==> config.mk <==
export PLATFORM = sky130hd
export DESIGN_NAME = multicycle_control_flat
export DESIGN_NICKNAME = d
export VERILOG_FILES = /design/src/rtl/multicycle_control_if.sv /design/src/rtl/multicycle_control.sv /design/src/flat_wrapper.sv
export SDC_FILE = /design/constraint.sdc
export NUM_CORES = 1
export LEC_CHECK = 0
export BUFFER_PORTS_ARGS = -buffer_cell sky130_fd_sc_hd__buf_4
export CORE_ASPECT_RATIO = 0.9
export CORE_UTILIZATION = 56
export CTS_BUF_LIST = sky130_fd_sc_hd__clkbuf_16
export DETAILED_ROUTE_END_ITERATION = 6
export PLACE_DENSITY = 0.95
export SYNTH_ARGS = -nofsm -noshare
export SYNTH_HDL_FRONTEND = slang
export SYNTH_SLANG_ARGS = --single-unit
export TNS_END_PERCENT = 100
==> constraint.sdc <==
create_clock -name clk -period 3.48 [get_ports clk]
set_input_delay 0.696 -clock clk [delete_from_list [all_inputs] [get_ports clk]]
set_output_delay 0.696 -clock clk [all_outputs]
set_load 0.02 [all_outputs]
==> src/rtl/multicycle_control_if.sv <==
// Control/status bundle between the multi-cycle sequencer and the LEGv8 datapath.
// Handshake: the sequencer holds mem_read or mem_write high and constant until
// the first rising edge on which mem_ready is also high; that edge completes
// the access. mem_ready outside FETCH/MEM_RD/MEM_WR is ignored.
interface multicycle_control_if #(
  parameter int RETIRE_W = 32
);
  logic [10:0]         inst31_21;
  logic                zero;
  logic                mem_ready;
  logic                pc_write;
  logic                pc_src;
  logic                ir_write;
  logic                mem_read;
  logic                mem_write;
  logic                i_or_d;
  logic                reg2loc;
  logic [1:0]          alu_src_b;
  logic [1:0]          ALUOp;
  logic                reg_write;
  logic                mem_to_reg;
  logic                trap;
  logic [3:0]          state;
  logic [RETIRE_W-1:0] retired;

  // Sequencer side: drives every control output, reads opcode/flags/ready.
  modport master (
    input  inst31_21, zero, mem_ready,
    output pc_write, pc_src, ir_write, mem_read, mem_write, i_or_d, reg2loc,
           alu_src_b, ALUOp, reg_write, mem_to_reg, trap, state, retired
  );

  // Datapath/memory side: supplies opcode/flags/ready, consumes controls.
  modport slave (
    output inst31_21, zero, mem_ready,
    input  pc_write, pc_src, ir_write, mem_read, mem_write, i_or_d, reg2loc,
           alu_src_b, ALUOp, reg_write, mem_to_reg, trap, state, retired
  );
endinterface

==> src/rtl/multicycle_control.sv <==
// Main sequencer of the multi-cycle LEGv8 core. Moore-style FSM stepping each
// instruction through fetch/decode/execute/memory/write-back; outputs decode
// from the registered state, with the FETCH load strobes gated by mem_ready
// and the BRANCH PC load gated by zero. Counts retired instructions.
module multicycle_control #(
  parameter int RETIRE_W = 32
) (
  input  logic                 clk,
  input  logic                 reset,
  multicycle_control_if.master bus
);

  typedef enum logic [3:0] {
    IDLE     = 4'd0,
    FETCH    = 4'd1,
    DECODE   = 4'd2,
    EXEC_R   = 4'd3,
    EXEC_I   = 4'd4,
    MEM_ADDR = 4'd5,
    MEM_RD   = 4'd6,
    MEM_WR   = 4'd7,
    WB_R     = 4'd8,
    WB_MEM   = 4'd9,
    BRANCH   = 4'd10,
    JUMP     = 4'd11,
    TRAP     = 4'd12
  } state_t;

  localparam logic [10:0] OP_ADD  = 11'b10001011000;
  localparam logic [10:0] OP_SUB  = 11'b11001011000;
  localparam logic [10:0] OP_AND  = 11'b10001010000;
  localparam logic [10:0] OP_ORR  = 11'b10101010000;
  localparam logic [10:0] OP_LDUR = 11'b11111000010;
  localparam logic [10:0] OP_STUR = 11'b11111000000;

  state_t              state_q;
  logic [RETIRE_W-1:0] retired_q;
  logic                trap_q;
  logic                is_stur;
  logic                is_cbz;

  assign is_stur = (bus.inst31_21 == OP_STUR);
  assign is_cbz  = (bus.inst31_21[10:3] == 8'b10110100);

  // Opcode classification; earlier matches take priority.
  function automatic state_t classify(input logic [10:0] op);
    if (op == OP_ADD || op == OP_SUB || op == OP_AND || op == OP_ORR)
      classify = EXEC_R;
    else if (op[10:1] == 10'b1001000100)
      classify = EXEC_I;
    else if (op == OP_LDUR || op == OP_STUR)
      classify = MEM_ADDR;
    else if (op[10:3] == 8'b10110100)
      classify = BRANCH;
    else if (op[10:5] == 6'b000101)
      classify = JUMP;
    else
      classify = TRAP;
  endfunction

  // State sequencing, sticky trap flag and retire counter.
  always_ff @(posedge clk) begin
    if (reset) begin
      state_q   <= IDLE;
      retired_q <= '0;
      trap_q    <= 1'b0;
    end else begin
      case (state_q)
        IDLE:     state_q <= FETCH;
        FETCH:    if (bus.mem_ready) state_q <= DECODE;
        DECODE: begin
          state_q <= classify(bus.inst31_21);
          if (classify(bus.inst31_21) == TRAP) trap_q <= 1'b1;
        end
        EXEC_R:   state_q <= WB_R;
        EXEC_I:   state_q <= WB_R;
        MEM_ADDR: state_q <= is_stur ? MEM_WR : MEM_RD;
        MEM_RD:   if (bus.mem_ready) state_q <= WB_MEM;
        MEM_WR: begin
          if (bus.mem_ready) begin
            state_q   <= FETCH;
            retired_q <= retired_q + RETIRE_W'(1);
          end
        end
        WB_R, WB_MEM, BRANCH, JUMP: begin
          state_q   <= FETCH;
          retired_q <= retired_q + RETIRE_W'(1);
        end
        TRAP:     state_q <= TRAP;
        default:  state_q <= IDLE;
      endcase
    end
  end

  // Datapath controls decoded from the current state.
  always_comb begin
    bus.pc_write   = 1'b0;
    bus.pc_src     = 1'b0;
    bus.ir_write   = 1'b0;
    bus.mem_read   = 1'b0;
    bus.mem_write  = 1'b0;
    bus.i_or_d     = 1'b0;
    bus.reg2loc    = 1'b0;
    bus.alu_src_b  = 2'b00;
    bus.ALUOp      = 2'b00;
    bus.reg_write  = 1'b0;
    bus.mem_to_reg = 1'b0;
    case (state_q)
      FETCH: begin
        bus.mem_read  = 1'b1;
        bus.alu_src_b = 2'b01;
        bus.ir_write  = bus.mem_ready;
        bus.pc_write  = bus.mem_ready;
      end
      DECODE:   bus.reg2loc = is_stur | is_cbz;
      EXEC_R:   bus.ALUOp = 2'b10;
      EXEC_I:   bus.alu_src_b = 2'b10;
      MEM_ADDR: begin
        bus.alu_src_b = 2'b10;
        bus.reg2loc   = is_stur;
      end
      MEM_RD: begin
        bus.mem_read = 1'b1;
        bus.i_or_d   = 1'b1;
      end
      MEM_WR: begin
        bus.mem_write = 1'b1;
        bus.i_or_d    = 1'b1;
        bus.reg2loc   = 1'b1;
      end
      WB_R:     bus.reg_write = 1'b1;
      WB_MEM: begin
        bus.reg_write  = 1'b1;
        bus.mem_to_reg = 1'b1;
      end
      BRANCH: begin
        bus.reg2loc  = 1'b1;
        bus.ALUOp    = 2'b01;
        bus.pc_src   = 1'b1;
        bus.pc_write = bus.zero;
      end
      JUMP: begin
        bus.pc_write = 1'b1;
        bus.pc_src   = 1'b1;
      end
      default: ;
    endcase
  end

  assign bus.trap    = trap_q;
  assign bus.state   = state_q;
  assign bus.retired = retired_q;

endmodule

==> src/flat_wrapper.sv <==
// flat-port wrapper written by rule: the top's interface ports become plain ports
module multicycle_control_flat 
#(
  parameter int RETIRE_W = 32
)
  (clk, reset, bus_inst31_21, bus_zero, bus_mem_ready, bus_pc_write, bus_pc_src, bus_ir_write, bus_mem_read, bus_mem_write, bus_i_or_d, bus_reg2loc, bus_alu_src_b, bus_ALUOp, bus_reg_write, bus_mem_to_reg, bus_trap, bus_state, bus_retired);
  multicycle_control_if #(.RETIRE_W(RETIRE_W)) bus_i ();
  input  logic clk;
  input  logic reset;
  input wire logic [$bits(bus_i.inst31_21)-1:0] bus_inst31_21;
  input wire logic [$bits(bus_i.zero)-1:0] bus_zero;
  input wire logic [$bits(bus_i.mem_ready)-1:0] bus_mem_ready;
  output wire logic [$bits(bus_i.pc_write)-1:0] bus_pc_write;
  output wire logic [$bits(bus_i.pc_src)-1:0] bus_pc_src;
  output wire logic [$bits(bus_i.ir_write)-1:0] bus_ir_write;
  output wire logic [$bits(bus_i.mem_read)-1:0] bus_mem_read;
  output wire logic [$bits(bus_i.mem_write)-1:0] bus_mem_write;
  output wire logic [$bits(bus_i.i_or_d)-1:0] bus_i_or_d;
  output wire logic [$bits(bus_i.reg2loc)-1:0] bus_reg2loc;
  output wire logic [$bits(bus_i.alu_src_b)-1:0] bus_alu_src_b;
  output wire logic [$bits(bus_i.ALUOp)-1:0] bus_ALUOp;
  output wire logic [$bits(bus_i.reg_write)-1:0] bus_reg_write;
  output wire logic [$bits(bus_i.mem_to_reg)-1:0] bus_mem_to_reg;
  output wire logic [$bits(bus_i.trap)-1:0] bus_trap;
  output wire logic [$bits(bus_i.state)-1:0] bus_state;
  output wire logic [$bits(bus_i.retired)-1:0] bus_retired;
  assign bus_i.inst31_21 = bus_inst31_21;
  assign bus_i.zero = bus_zero;
  assign bus_i.mem_ready = bus_mem_ready;
  assign bus_pc_write = bus_i.pc_write;
  assign bus_pc_src = bus_i.pc_src;
  assign bus_ir_write = bus_i.ir_write;
  assign bus_mem_read = bus_i.mem_read;
  assign bus_mem_write = bus_i.mem_write;
  assign bus_i_or_d = bus_i.i_or_d;
  assign bus_reg2loc = bus_i.reg2loc;
  assign bus_alu_src_b = bus_i.alu_src_b;
  assign bus_ALUOp = bus_i.ALUOp;
  assign bus_reg_write = bus_i.reg_write;
  assign bus_mem_to_reg = bus_i.mem_to_reg;
  assign bus_trap = bus_i.trap;
  assign bus_state = bus_i.state;
  assign bus_retired = bus_i.retired;
  multicycle_control #(.RETIRE_W(RETIRE_W)) u_core (.clk(clk), .reset(reset), .bus(bus_i));
endmodule
Word-level counts from Yosys, hierarchy flattened
Index checks and enable logic that the tools add are counted.
- bits in registers: 37
- memory bits (read-only): 0
- bits in writable memories: 0
- bits in latches: 0
- memories kept: 0
- input port bits: 15
- reduce and logical (&&, ||, !) cells: 18
- shifts and indexed selects: 0
- $lt $le $gt $ge: 0
- equality and inequality tests: 25
- mux-type cells: 25
- $add $sub $neg: 1
- multiply operators: 0
- div/mod/pow operators: 0
- bitwise logic cells: 1
- operators by type and width (operator ; count):
    equality test 11 bit (second input constant) ; 6
    one-hot mux 32 bit (2 select lines) ; 1
    two-way mux 4 bit ; 9
    adder 32 x 1 -> 32 bit (second input constant) ; 1
    two-way mux 32 bit ; 1
    one-hot mux 4 bit (8 select lines) ; 1
    equality test 4 bit (second input constant) ; 6
    equality test 4 x 3 -> 1 bit (second input constant) ; 4
    OR reduction 2 bit ; 7
    equality test 10 bit (second input constant) ; 1
    equality test 4 x 2 -> 1 bit (second input constant) ; 2
    equality test 8 bit (second input constant) ; 1
    two-way mux 1 bit ; 8
    one-hot mux 2 bit (2 select lines) ; 2
    equality test 6 x 3 -> 1 bit (second input constant) ; 1
    inequality test 2 bit (second input constant) ; 3
    one-hot mux 1 bit (3 select lines) ; 2
    OR reduction 5 bit ; 1
    equality test 4 x 1 -> 1 bit (second input constant) ; 1
    logical NOT 4 bit ; 1
    logical OR 1 bit ; 4
    AND reduction 2 bit ; 2
    OR reduction 4 bit ; 1
    two-way mux 3 bit ; 1
    3 further kinds ; 3

Longest topological paths before layout
Gate-level depths: netlist (run 1).
- depth in word-level cells: 10
- depth in mapped cells: 7

Worst setup path before layout (run 1)
No wires, ideal clock.
- kind: input to output
- from: input port bus_inst31_21[1]
- to: output port bus_reg2loc
- setup slack: 0.775 ns
- path buffers: 0
- arrival: 2.009 ns
- data required time: 2.784 ns
- stages on the path: 4
- path through: or4b_4 -> or2_0 -> a221o_1 -> or3b_1
- word-level cells in the longest chain between the ends: 3
- ends and longest elaborated chain (item ; RTL line ; RTL):
    start, declared ; flat_wrapper.sv:10 ; input wire logic [$bits(bus_i.inst31_21)-1:0] bus_inst31_21;
    equality test 11 bit (*) ; multicycle_control.sv:42 ; assign is_stur = (bus.inst31_21 == OP_STUR);
    OR 1 bit ; multicycle_control.sv:115 ; DECODE: bus.reg2loc = is_stur | is_cbz;
    one-hot mux 1 bit (3 select lines) (*) ; multicycle_control.sv:108 ; case (state_q)
    end, declared ; flat_wrapper.sv:19 ; output wire logic [$bits(bus_i.reg2loc)-1:0] bus_reg2loc;
Every way passes the cells marked *; elsewhere a longest branch is shown, timed or not.

Worst setup path after layout (run 1)
Ends and elaborated chain as after synthesis.

==> results of run 1 <==
==> state kept, by name (all words and copies together) (netlist names) <==
register            flops
u_core.bus.retired     32
u_core.bus.trap         1
u_core.bus.state        4
==> per-layer routing <==
layer	part of all wire [%]	track usage, %	up-vias	routed length [um]
li1	-	-	1197	-
met1	45	37.2	1162	2630
met2	48	42.4	99	2820
met3	6.6	7.04	6	388
met4	0.93	8.25	0	55
met5	0	0	-	0
==> worst reg2reg max path, cell delays in order, from the launching register on <==
cell and delay, ps:
dfxtp_1 730, and4_1 290, nand4_1 330, a2111oi_0 590, mux2_1 360
==> kinds of logic (layout without fill, tap and decap cells) <==
kind of cell	Yosys count	after routing	synth area share [%]
compound gates	76	76	23.5
xor+xnor	1	1	0.374
fa+ha+maj	1	1	0.534
buf+inv	31	85	5.45
flops	37	37	31.6
mux	11	11	5.18
simple gates	127	127	33.4
==> worst max-delay path by stage <==
stage | cells past startpoint | slack (ps) | to
after floorplan | 4 | 770 | bus_reg2loc
after global placement | 6 | 620 | bus_reg2loc
after detailed placement | 6 | 620 | bus_reg2loc
after CTS | 6 | 620 | bus_reg2loc
after global routing | 5 | 440 | bus_reg2loc
final | 6 | 610 | bus_reg2loc
==> area by class of cell <==
type                            instances  area share, %
Multi-Input combinational cell        216           50.0
Sequential cell                        37           25.2
Timing Repair Buffer                   66           16.8
Clock buffer                            5           4.25
Tap cell                               46           1.95
Inverter                               11           1.40
Clock inverter                          3          0.382
==> synth_stat cells (9+ instances only) <==
cell type and count:
a21oi_1 25, buf_2 9, clkbuf_1 9, dfxtp_1 37, inv_1 11, nand2_1 15
nand3_1 10, nor2_1 20, nor2b_1 12, o31ai_1 11, or4_1 11
==> power breakdown <==
group          internal (mW)  total [mW]  leakage [nW]  switching (mW)
Sequential             0.437       0.480         0.299          0.0436
Clock                  0.257       0.419        0.0776           0.162
Combinational          0.104       0.235         0.776           0.131
Total                  0.798        1.13          1.15           0.336
==> through the flow <==
stage	power [mW]	hold WS, ps	setup WS, ps	std cells	area, um2
floorplan	0.634	559	775	284	2340
global placement	0.716	464	618	376	2810
detailed placement	0.720	482	617	376	2810
CTS	1.14	498	617	384	2940
global route	1.18	512	435	384	2940
finish	1.13	502	612	384	2940
==> key figures, run 1 <==
Layout
  – Area Growth Syn to Fin: 25.8%
  – Core occupancy in the finished layout: between 70% and 80%
  – FILL cells: approximately 280
  – Commonest non-fill, non-tap cells in the layout: 66 x buf_4, 37 x dfxtp_1, 25 x a21oi_1, 20 x nor2_1, 15 x nand2_1
  – Commonest non-fill, non-tap cell in the layout: buf_4
  – Share of cells above drive strength 1: a little under a quarter
  – # nets final: ~350
  – Multi-input gate area: around 0.0015 mm2
  – Register area: ~740 um2
  – Ant diodes: 0

Logic synthesis
  – Post-synth net total: 300
  – Post-Syn Area per Cell: about 8.2 um2
  – Cell area after synthesis: 0.00234 mm2
  – Synth Register Bits: 37
  – Number of flops mapped to enable cells by yosys: 0
  – Top_reg_cell synth: dfxtp_1
  – Synth warn: 0
  – Post-synth ARST share: 0%
  – Sequential area share after synthesis: between 30% and 40%
  – Synth top area share: 31.6%
  – Netlist cell types: between 50 and 60
  – Synth area leaders: dfxtp_1 32%, a21oi_1 5.3%, mux2_1 3.8%
  – Post-synth top area cell: dfxtp_1
  – Cell count after synthesis: 284

Drt
  – Vias: about 2500
  – Via density: 6.42
  – DRT Wirelength: ~6 mm
  – WL/cell: 15.3 um
  – Detailed-route DRC error count: 0
  – Antenna Nets Post-Route: 0
  – Pre-antenna DRT Iters: 5
  – Drt first-iter violations: roughly 230

Critical path
  – Critical Path Max Stage Delay: 570 ps
  – Required @ worst endpoint: 2780 ps
  – WP data arrival: 2170 ps
  – Worst-path maximum fanout: 4
  – Reg-to-reg endpoint: u_core.bus.retired[27]
  – Startpoint Class: input pin
  – CP Cell Sequence: buf_4 -> or4b_4 -> or2_0 -> a221o_1 -> or3b_1 -> buf_4
  – Setup crit end kind: output port
  – Crit-path most repeated cell: buf_4
  – Delay-heaviest family, CP: simple AND/OR/NAND/NOR gates
  – Crit path from: bus_inst31_21[1]
  – Kind of critical path: input pin to output port
  – Slowest library cell on the worst path: or4b_4
  – Crit path buf inv count: 2
  – R2r setup slk: ~1100 ps
  – Worst reg-to-reg path cell count: 4
  – Launching point of the worst reg2reg path: u_core.bus.state[0]

CTS
  – Cts hold-fix bufs: 0
  – Post_cts resized: 0
  – Root buffer cell: clkbuf_16
  – Clock H-tree levels: 2
  – TritonCTS clock tree: yes
  – Clk Latency, worst-skew pair: around 280 ps
  – Num CTS Buffers: 5
  – Longest Clk Path Bufs: 2
  – Clock transition at the registers of the reported paths: about 50 ps
  – Setup bufs post-CTS: 0
  – # clock sinks: 37

Floorplanning
  – Num ports: 65
  – Die area: between 0.004 and 0.005 mm2
  – Core box area: 0.00386 mm2
  – Height of the die: between 60 and 70 um
  – Chip Width: around 70 um
  – Initial Util: about three fifths
  – Site Rows: 21

STA
  – Final hold vios: 0
  – Fmax: between 300 and 400 MHz
  – Clk_skew: 2.91 ps
  – RSZ-0062 raised after global routing: no
  – Fin Setup TNS: 0 ps
  – Max-slew headroom: between 50% and 60%
  – Final Critical Period: ~2900 ps
  – Final Max Slew Viols: 0
  – Slew @ Worst Pin: between 600 and 700 ps
  – Ratio of final minimum period to clock period: 82.4%
  – Final Setup Violations: 0

Global route
  – GR Overflow Total: 0
  – First-pass GRT wire length: around 9.8 mm
  – Antenna violations before repair: 0
  – Vias in the first global route: 2112
  – Pin count of the biggest net entering global routing: between 40 and 50
  – GRT Util Overall: approximately 27%

Power
  – Peak supply drop: 0.318 mV
  – Leak: between 1 and 1.5 nW
  – Total power divided by cell area: between 300 and 400 mW/mm2

Placement
  – Final HPWL DP: between 4 and 5 mm
  – GPL Wtd Cong: around 0.83
  – Port Buf Inserts: 64

Hold path
  – Min-Delay Endpoint: u_core.bus.trap
  – WHS Path Cells: 1
  – Hold_sp: u_core.bus.trap
  – HP Class: flip-flop to flip-flop

Run
  – Max-cap viol count: 0

Run status
  – Status: finished, final reports clean
(Power assumes the default switching activity.)
==> run 2: changes to the inputs <==
--- a/config.mk
+++ b/config.mk
@@ -7,10 +7,10 @@
 export LEC_CHECK = 0
 export BUFFER_PORTS_ARGS = -buffer_cell sky130_fd_sc_hd__buf_4
 export CORE_ASPECT_RATIO = 0.9
-export CORE_UTILIZATION = 56
+export CORE_UTILIZATION = 47
 export CTS_BUF_LIST = sky130_fd_sc_hd__clkbuf_16
 export DETAILED_ROUTE_END_ITERATION = 6
-export PLACE_DENSITY = 0.95
+export PLACE_DENSITY = 0.88
 export SYNTH_ARGS = -nofsm -noshare
 export SYNTH_HDL_FRONTEND = slang
 export SYNTH_SLANG_ARGS = --single-unit
==> constraint.sdc (replaced) <==
create_clock -name clk -period 2.4 [get_ports clk]
set_input_delay 0.48 -clock clk [delete_from_list [all_inputs] [get_ports clk]]
set_output_delay 0.48 -clock clk [all_outputs]
set_load 0.02 [all_outputs]
==> key figures, run 2 (synthesized netlist as in run 1, its figures left out) <==
Layout
  – Area Growth Syn to Fin: 31.5%
  – Ant diodes: 0
  – Commonest non-fill, non-tap cells in the layout: 74 x buf_4, 37 x dfxtp_1, 25 x a21oi_1, 20 x nor2_1, 15 x nand2_1
  – Share of cells above drive strength 1: 26.6%
  – Post-Layout Cell Count: 411
  – Number of flip-flops under the largest register name: 32
  – # nets final: between 300 and 400
  – Commonest non-fill, non-tap cell in the layout: buf_4

Drt
  – Antenna Nets Post-Route: 0
  – Via density: ~6
  – Pre-antenna DRT Iters: 4
  – WL/cell: ~16 um
  – DRT Wirelength: about 6.4 mm
  – Drt first-iter violations: 223
  – Vias: roughly 2500
  – Detailed-route DRC error count: 0

Critical path
  – Startpoint Class: input pin
  – Launching point of the worst reg2reg path: u_core.bus.retired[3]
  – Kind of critical path: input pin to output port
  – Setup crit end kind: output port
  – Crit path from: bus_inst31_21[1]
  – WP data arrival: approximately 1900 ps
  – Required @ worst endpoint: approximately 1900 ps
  – Worst-path maximum fanout: 2

Hold path
  – HP Class: flip-flop to flip-flop
  – Hold_sp: u_core.bus.trap

STA
  – Clk_skew: ~4.7 ps
  – Max-slew headroom: between 50% and 60%
  – Final Setup Violations: 0
  – Fmax: ~430 MHz
  – Final Critical Period: around 2400 ps
  – Fin Setup TNS: 0 ps
  – Ratio of final minimum period to clock period: between 90% and 100%
  – RSZ-0062 raised after global routing: no
  – Final hold vios: 0
  – Slew @ Worst Pin: 653 ps
  – Final Max Slew Viols: 0

Run status
  – Status: finished, final reports clean

Floorplanning
  – Initial Util: 50.8%
  – Core box area: 0.00460 mm2
  – Chip Width: ~76 um
  – Die area: around 0.0053 mm2
  – Num ports: 65
  – Site Rows: 23
  – Height of the die: between 60 and 70 um

CTS
  – Clk Latency, worst-skew pair: 280 ps
  – Longest Clk Path Bufs: 2
  – Num CTS Buffers: 5
  – TritonCTS clock tree: yes
  – # clock sinks: 37
  – Clock H-tree levels: 2
  – Cts hold-fix bufs: 0
  – Root buffer cell: clkbuf_16
  – Clock transition at the registers of the reported paths: 50 ps

Placement
  – DP Cell Count: roughly 400
  – Port Buf Inserts: between 60 and 70
  – GPL Wtd Cong: 0.863
  – Final HPWL DP: 4.51 mm

Global route
  – First-pass GRT wire length: approximately 9.8 mm
  – Vias in the first global route: 2124
  – GR Overflow Total: 0
  – GRT Util Overall: a little under a quarter
  – Pin count of the biggest net entering global routing: between 40 and 50
  – Antenna violations before repair: 0

Power
  – Leak: around 1.2 nW
  – Peak supply drop: 0.392 mV
  – Total power divided by cell area: 549 mW/mm2

Run
  – Max-cap viol count: 0
-- run 2: stage by stage --
step | util, % | setup slack [ps] | power, mW | hold WS [ps] | area, um2
final | 66.9 | 49.1 | 1.69 | 503 | 3080
after global routing | 66.9 | 5.09 | 1.76 | 514 | 3080
after CTS | 66.5 | 12.8 | 1.69 | 502 | 3060
after detailed placement | 63.6 | 12.8 | 1.09 | 486 | 2930
after global placement | 63.6 | 26.3 | 1.08 | 467 | 2930
after floorplan | - | 15.1 | 0.920 | 559 | 2340
-- run 2: report_power, final --
part	leakage (nW)	total (mW)	switching (mW)	internal (mW)
Combinational	0.846	0.417	0.234	0.183
Sequential	0.299	0.664	0.0308	0.633
Clock	0.0685	0.608	0.237	0.371
-- run 2: area by class of cell --
type                       count  area, um2
clock inverter                 2       7.51
fill                         380       1530
multi-input combinational    216       1480
sequential                    37        741
clock buffer                   5        125
timing repair buffer          78        609
tap                           62       77.6
inverter                      11       41.3
-- run 2: worst paths after layout --
check	to	slack, ps	cells past startpoint
min	u_core.bus.trap	500	1
min reg2reg	u_core.bus.trap	500	1
max reg2reg	u_core.bus.retired[30]	260	4
max	bus_reg2loc	50	6
-- run 2: what timing repair did --
| action | CTS | global route |
|---|---|---|
| gates resized for setup | 0 | 5 |
| setup buffers | 0 | 0 |
| endpoints found under the setup margin | 0 | 2 |
-- run 2: critical path, cell delays in order --
cell     delay [ps]
buf_6            90
or4b_4          520
or2_1           220
a221o_1         280
or3b_1          170
buf_6           110
-- run 2: routing by layer --
metal / vias to the layer above / global-route usage, % / share of wire [%]
met5: - / 0 / 0
met1: 1136 / 29.1 / 43
met4: 0 / 12.7 / 2.5
met3: 19 / 5.13 / 7.6
met2: 107 / 39.6 / 46
li1: 1229 / - / -
